### config.mk
export PLATFORM = sky130hd
export DESIGN_NAME = countdown_arbiter
export DESIGN_NICKNAME = d
export VERILOG_FILES = /design/src/rtl/countdown_arbiter.sv
export SDC_FILE = /design/constraint.sdc
export NUM_CORES = 1
export LEC_CHECK = 0
export BUFFER_PORTS_ARGS = -buffer_cell sky130_fd_sc_hd__buf_2
export CAP_MARGIN = 15
export CORE_MARGIN = 2
export CORE_UTILIZATION = 51
export CTS_CLUSTER_DIAMETER = 60
export DETAILED_ROUTE_END_ITERATION = 12
export GPL_TIMING_DRIVEN = 0
export PLACE_DENSITY = 0.82
export SYNTH_ARGS = -nofsm -noshare
export SYNTH_HDL_FRONTEND = slang
export SYNTH_SLANG_ARGS = --single-unit
### constraint.sdc
create_clock -name clk -period 2.99 [get_ports clk]
set_clock_uncertainty 0.2 [all_clocks]
set_input_delay 0.1495 -clock clk [delete_from_list [all_inputs] [get_ports clk]]
set_output_delay 0.1495 -clock clk [all_outputs]
set_load 0.03 [all_outputs]
### src/rtl/countdown_arbiter.sv
// Round-robin scheduler sharing one loadable down-counter among NREQ requesters.
// Optional feature: define COUNTDOWN_ABORT_EN to abort a countdown when its requester drops req.
module countdown_arbiter #(
   parameter int NREQ  = 4,
   parameter int CNT_W = 3
) (
   input  logic                    clk,
   input  logic                    reset_n,
   input  logic [NREQ-1:0]         req,
   input  logic [NREQ*CNT_W-1:0]   req_val,
   output logic [NREQ-1:0]         grant,
   output logic                    busy,
   output logic [NREQ-1:0]         done,
   output logic [CNT_W-1:0]        cnt_out
);

   localparam int unsigned N  = NREQ;
   localparam int          PW = (NREQ > 1) ? $clog2(NREQ) : 1;

   typedef enum logic {IDLE, COUNT} state_t;

   state_t            state_q, state_d;
   logic [NREQ-1:0]   grant_q, grant_d;
   logic [NREQ-1:0]   done_q, done_d;
   logic [CNT_W-1:0]  cnt_q, cnt_d;
   logic [PW-1:0]     ptr_q, ptr_d;

   logic [CNT_W-1:0]  val_a [NREQ];
   logic              found;
   logic [PW-1:0]     sel;
   logic [PW-1:0]     idx;
   int unsigned       t;

   always_comb begin
      for (int unsigned i = 0; i < N; i++) begin
         val_a[i] = req_val[i*CNT_W +: CNT_W];
      end
   end

   // First set request at or above ptr, wrapping modulo NREQ.
   always_comb begin
      found = 1'b0;
      sel   = '0;
      idx   = '0;
      t     = 0;
      for (int unsigned i = 0; i < N; i++) begin
         t = 32'(ptr_q) + i;
         if (t >= N) t = t - N;
         idx = PW'(t);
         if (!found && req[idx]) begin
            found = 1'b1;
            sel   = idx;
         end
      end
   end

   always_comb begin
      state_d = state_q;
      grant_d = grant_q;
      done_d  = '0;
      cnt_d   = cnt_q;
      ptr_d   = ptr_q;
      case (state_q)
         IDLE: begin
            if (found) begin
               grant_d      = '0;
               grant_d[sel] = 1'b1;
               cnt_d        = val_a[sel];
               ptr_d        = (sel == PW'(N - 1)) ? '0 : sel + 1'b1;
               state_d      = COUNT;
            end else begin
               cnt_d = '0;
            end
         end
         COUNT: begin
`ifdef COUNTDOWN_ABORT_EN
            if ((req & grant_q) == '0) begin
               grant_d = '0;
               cnt_d   = '0;
               state_d = IDLE;
            end else
`endif
            if (cnt_q != '0) begin
               cnt_d = cnt_q - 1'b1;
            end else begin
               done_d  = grant_q;
               grant_d = '0;
               state_d = IDLE;
            end
         end
      endcase
   end

   always_ff @(posedge clk) begin
      if (!reset_n) begin
         state_q <= IDLE;
         grant_q <= '0;
         done_q  <= '0;
         cnt_q   <= '0;
         ptr_q   <= '0;
      end else begin
         state_q <= state_d;
         grant_q <= grant_d;
         done_q  <= done_d;
         cnt_q   <= cnt_d;
         ptr_q   <= ptr_d;
      end
   end

   assign grant   = grant_q;
   assign done    = done_q;
   assign cnt_out = cnt_q;
   assign busy    = (state_q == COUNT);

endmodule

# Yosys cells after proc, flatten, opt, wreduce, memory -nomap -nowiden
# Cells that the tools add are included.
# totals
regBits	14
input_bits	18
output_inout_bits	12
word_cells	78
# classes
addsub	9
order_cmp	11
eq_ne	4
mux	35
n_bitwise	3
reduce_logical	11
# op_table
cell	count
two-way mux 2 bit	9
less-than comparator 2 x 3 -> 1 bit (second input constant)	5
>= comparator 3 bit (second input constant)	4
two-way mux 3 bit	4
two-way mux 1 bit	11
binary-select mux 1 bit (select 2 bit)	4
two-way mux 4 bit	2
one-hot mux 4 bit (2 select lines)	1
subtractor 2 x 1 -> 2 bit (second input constant)	4
adder 2 x 2 -> 3 bit (second input constant)	2
binary-select mux 3 bit (select 2 bit)	1
one-hot mux 3 bit (2 select lines)	1
logical AND 1 bit	4
inequality test 2 bit (second input constant)	2
AND reduction 2 bit	2
adder 2 x 1 -> 3 bit (second input constant)	1
>= comparator 2 x 3 -> 1 bit (second input constant)	1
logical NOT 1 bit	3
inverter 2 -> 3 bit	1
nonzero test 3 bit	1
OR reduction 3 bit	1
subtractor 3 x 1 -> 3 bit (second input constant)	1
adder 2 x 1 -> 2 bit (second input constant)	1
demux 1 bit (select 2 bit)	1
5 further kinds	6

# Depth between registers and ports, before layout
# depth
depth_word	20
ltp_mapped	7
ltp_nobuf	7

# Worst setup path after synthesis
# Ideal clock, no wire load.
# synth_timing
kind	reg2reg
from	register ptr_q[1]
to	register grant_q[0] (netlist: grant[0])
t_arrival_ps	1425
required_ps	2668
path_slack_ps	1243
path_stages_with_launch	8
path_buffers	0
period_less_slack_ps	1747
path_cell_list	dfxtp_1 > mux2i_1 > nor2_1 > nor3_4 > inv_1 > ha_1 > nand2_1 > a21boi_0
# synth_between
elab_chain_cells	20
word_cells_on_any_way	46
# synth_rtl
item	line	source
from (decl)	26	logic [PW-1:0] ptr_q, ptr_d;
from (signal assigned)	106	ptr_q <= ptr_d;
branches (longest 20 deep; another with adder 2 x 1 -> 3 bit)	--	
to (signal assigned)	103	grant_q <= grant_d;
to (decl)	23	logic [NREQ-1:0] grant_q, grant_d;
# Parallel ways; which one is timed is not known. The select of a mux whose other input is x is not followed.
# A chain may end at the register's enable or synchronous reset.

# Final worst setup path
# Ends and elaborated chain as after synthesis.

==> tab_implementation.tex <==
\begin{tabular}{lr}
\hline
Metric & Value \\
\hline
\multicolumn{2}{l}{\textbf{Synthesis}} \\
Number of instances in the synthesized netlist & 88 \\
Share of the yosys chip area belonging to registers & 0.348 \\
Mean instance size in the synthesized netlist & 9.16 um2 \\
Flops \& latches, synth & 14 \\
Yosys warning total & 0 \\
Post-Synthesis Net Count & 112 \\
Count of different cell masters after synthesis & 31 \\
Area of the mapped netlist & 806 um2 \\
\multicolumn{2}{l}{\textbf{Timing}} \\
Final Setup Violations & 0 \\
Share of the cycle needed by the critical path after routing & 0.643 \\
Fin crit period & 1.92 ns \\
Unrepaired setup endpoints after global routing & false \\
Number of failing hold endpoints at the final stage & 0 \\
Final Slew Violations & 0 \\
Total negative slack & 0 ns \\
Headroom to the max-slew limit & 0.594 \\
Upper clock frequency limit & 0.520 GHz \\
Transition time at the pin with the least slew margin & 0.604 ns \\
\multicolumn{2}{l}{\textbf{Critical path}} \\
Critical path class & flop to flop \\
Highest-delay cell along the critical path & dfxtp\_1 \\
Arrival time of data at the critical path endpoint & 1.89 ns \\
Cells along the critical path & mux2i\_1, nor2\_1, nor3\_4, inv\_1, ha\_1, nand2\_1, a21boi\_0 \\
Type of destination of the critical path & flop \\
Element type at the critical path start & flop \\
Crit-path leading delay family & flip-flops \\
Required arrival time at the worst endpoint & 2.96 ns \\
CP bufs+invs & 1 \\
Worst-path fanout max & 7 \\
Crit path largest cell delay & 0.49 ns \\
\multicolumn{2}{l}{\textbf{Floorplanning}} \\
Standard-cell rows & 14 \\
Standard cell core area & 0.00149 mm2 \\
Floorplan die width & 43.8 um \\
Effective utilization at floorplan & 0.541 \\
Full die area & 0.00191 mm2 \\
Height of the die & 43.8 um \\
Num ports & 30 \\
\multicolumn{2}{l}{\textbf{Hold path}} \\
Hold crit path type & input port to flop \\
\multicolumn{2}{l}{\textbf{Run status}} \\
Run status & complete, no violations \\
\multicolumn{2}{l}{\textbf{Global routing}} \\
Remaining global-route overflow & 0 \\
Number of antenna violations at the first check in global routing & 0 \\
Total routing usage reported by global routing & 0.193 \\
Pin count of the biggest net entering global routing & 11 \\
Vias in the first global route & 665 \\
Wire length of the first global-routing pass & 2780 um \\
\multicolumn{2}{l}{\textbf{Detailed routing}} \\
Post-detailed-route via-to-cell ratio & 5.31 \\
Number of design-rule violations left by the first detailed-router iteration & 11 \\
Post-route ant nets & 0 \\
DRT Wirelength & 1550 um \\
Number of iterations in the first detailed-routing pass & 4 \\
Wire length per cell & 11.2 um \\
Count of vias placed by the detailed router & 733 \\
Total DRC errors in the routed layout & 0 \\
\multicolumn{2}{l}{\textbf{Pwr}} \\
Peak ir drop on the vdd network & 0.627 mV \\
Pwr per Cell Area & 712 mW/mm2 \\
Leakage component of the power & 0.492 nW \\
Total Power & 0.725 mW \\
\multicolumn{2}{l}{\textbf{CTS}} \\
Clock tree root driver cell & clkbuf\_4 \\
CTS HTree Levels & 1 \\
Total CTS buffers & 3 \\
Number of clock sinks seen by CTS & 14 \\
Post-CTS setup buffer count & 0 \\
TritonCTS clock tree & built \\
Clock Latency Late Sink & 0.27 ns \\
PostCTS Resize Cnt & 0 \\
Maximum clock insertion buffer count & 2 \\
Quantity of hold-fixing buffers added after cts & 1 \\
Clock slew at the register clock pins of the worst setup and hold paths & 0.09 ns \\
\multicolumn{2}{l}{\textbf{Placed design}} \\
RD Place Congestion & 0.770 \\
DP HPWL & 1260 um \\
Post-Place Cells & 133 \\
Count of buffers inserted at the top-level ports & 29 \\
\multicolumn{2}{l}{\textbf{Finish}} \\
Non-Filler Instances & 138 \\
Fraction of final layout cells with drive strength greater than 1 & 0.328 \\
Area growth from synthesis to layout & 26.2\% \\
N\_diodes & 0 \\
Number of nets in the layout & 147 \\
\multicolumn{2}{l}{\textbf{Run}} \\
Count of maximum capacitance violations & 0 \\
\hline
\end{tabular}
-- cell families (layout without fill, tap and decap cells) --
family          Yosys count  count (layout)  synth area share
compound gates           17              17             0.165
mux                       9               9             0.115
xor+xnor                  2               2            0.0217
flops                    14              14             0.348
simple gates             30              30             0.210
fa+ha+maj                 6               6            0.0932
buf+inv                  10              44            0.0481
-- worst paths after layout --
path	start	end	slack [ns]	depth (start not counted)
max reg2reg	ptr_q[1]	grant[0]	1.07	7
min reg2reg	grant[2]	grant[2]	0.28	2
max	ptr_q[1]	grant[0]	1.07	7
min	req[3]	busy	0.03	3
-- sequential cells by signal, indices dropped and copies added (netlist names) --
signal / flops
ptr_q: 2
grant: 4
done: 4
cnt_out: 3
busy: 1
-- power breakdown --
group | switching (mW) | internal, mW
clock | 0.0611 | 0.0740
combinational | 0.209 | 0.133
sequential | 0.0267 | 0.222
total | 0.296 | 0.428
-- synthesized netlist by cell type --
cell type | n | area share
nand2_1 | 9 | 0.042
nor2_2 | 1 | 0.0078
nand3_1 | 6 | 0.037
xor2_1 | 1 | 0.011
and2_1 | 1 | 0.0078
or2_0 | 1 | 0.0078
nor2_1 | 2 | 0.0093
buf_2 | 1 | 0.0062
o21ai_0 | 3 | 0.019
nand2_2 | 1 | 0.0078
and3_1 | 4 | 0.031
a21boi_0 | 4 | 0.037
a32o_1 | 1 | 0.012
a21oi_1 | 4 | 0.025
nand3b_2 | 1 | 0.014
inv_1 | 7 | 0.033
a21boi_1 | 1 | 0.0093
o2bb2ai_1 | 1 | 0.011
a2bb2oi_4 | 1 | 0.033
a31oi_1 | 1 | 0.0078
clkbuf_1 | 2 | 0.0093
mux2i_1 | 7 | 0.087
nor2b_1 | 1 | 0.0078
dfxtp_1 | 14 | 0.35
ha_1 | 6 | 0.093
nor3_4 | 1 | 0.020
nor4_1 | 1 | 0.0078
xnor2_1 | 1 | 0.011
nor3b_1 | 1 | 0.0093
a21oi_2 | 1 | 0.011
mux2_1 | 2 | 0.028
-- cell type report --
cell class,instances,area [um2]
fillers,135,472
multi-input cells,64,487
flip-flops and latches,14,280
repair buffers,30,155
well taps,16,20.0
plain buffers,3,12.5
clock buffers,4,36.3
inverters,7,26.3
-- metal layers --
layer	global-route usage	part of all wire
met4	0.0606	0.010
met1	0.242	0.43
met5	0	0
met2	0.324	0.50
met3	0.0500	0.060
-- cells in the final DEF, fill, tap and decap left out, drive strengths merged, types with 2 or more instances in the layout --
master | netlist | layout
a21oi | 5 | 5
o21ai | 3 | 3
mux2 | 2 | 2
clkbuf | 2 | 6
dfxtp | 14 | 14
nand3 | 6 | 6
mux2i | 7 | 7
nand2 | 10 | 10
nor2 | 3 | 3
inv | 7 | 7
a21boi | 5 | 5
and3 | 4 | 4
ha | 6 | 6
buf | 1 | 30
-- worst min-delay path: stages --
cell	delay, ns
buf_2	0.10
nor4_1	0.08
a21oi_1	0.14
-- metrics by stage --
stage                     hold slack [ns]  setup slack [ns]  instance area, um2  utilization
final                              0.0283              1.07                1020        0.683
after global routing               0.0465             0.896                1020        0.683
after CTS                          0.0185              1.05                1020        0.683
after detailed placement            0.254              1.06                 971        0.652
after global placement              0.242              1.10                 971        0.652
after floorplan                     0.102              1.24                 806            -
Note: power is estimated with default switching activity, not from simulation.
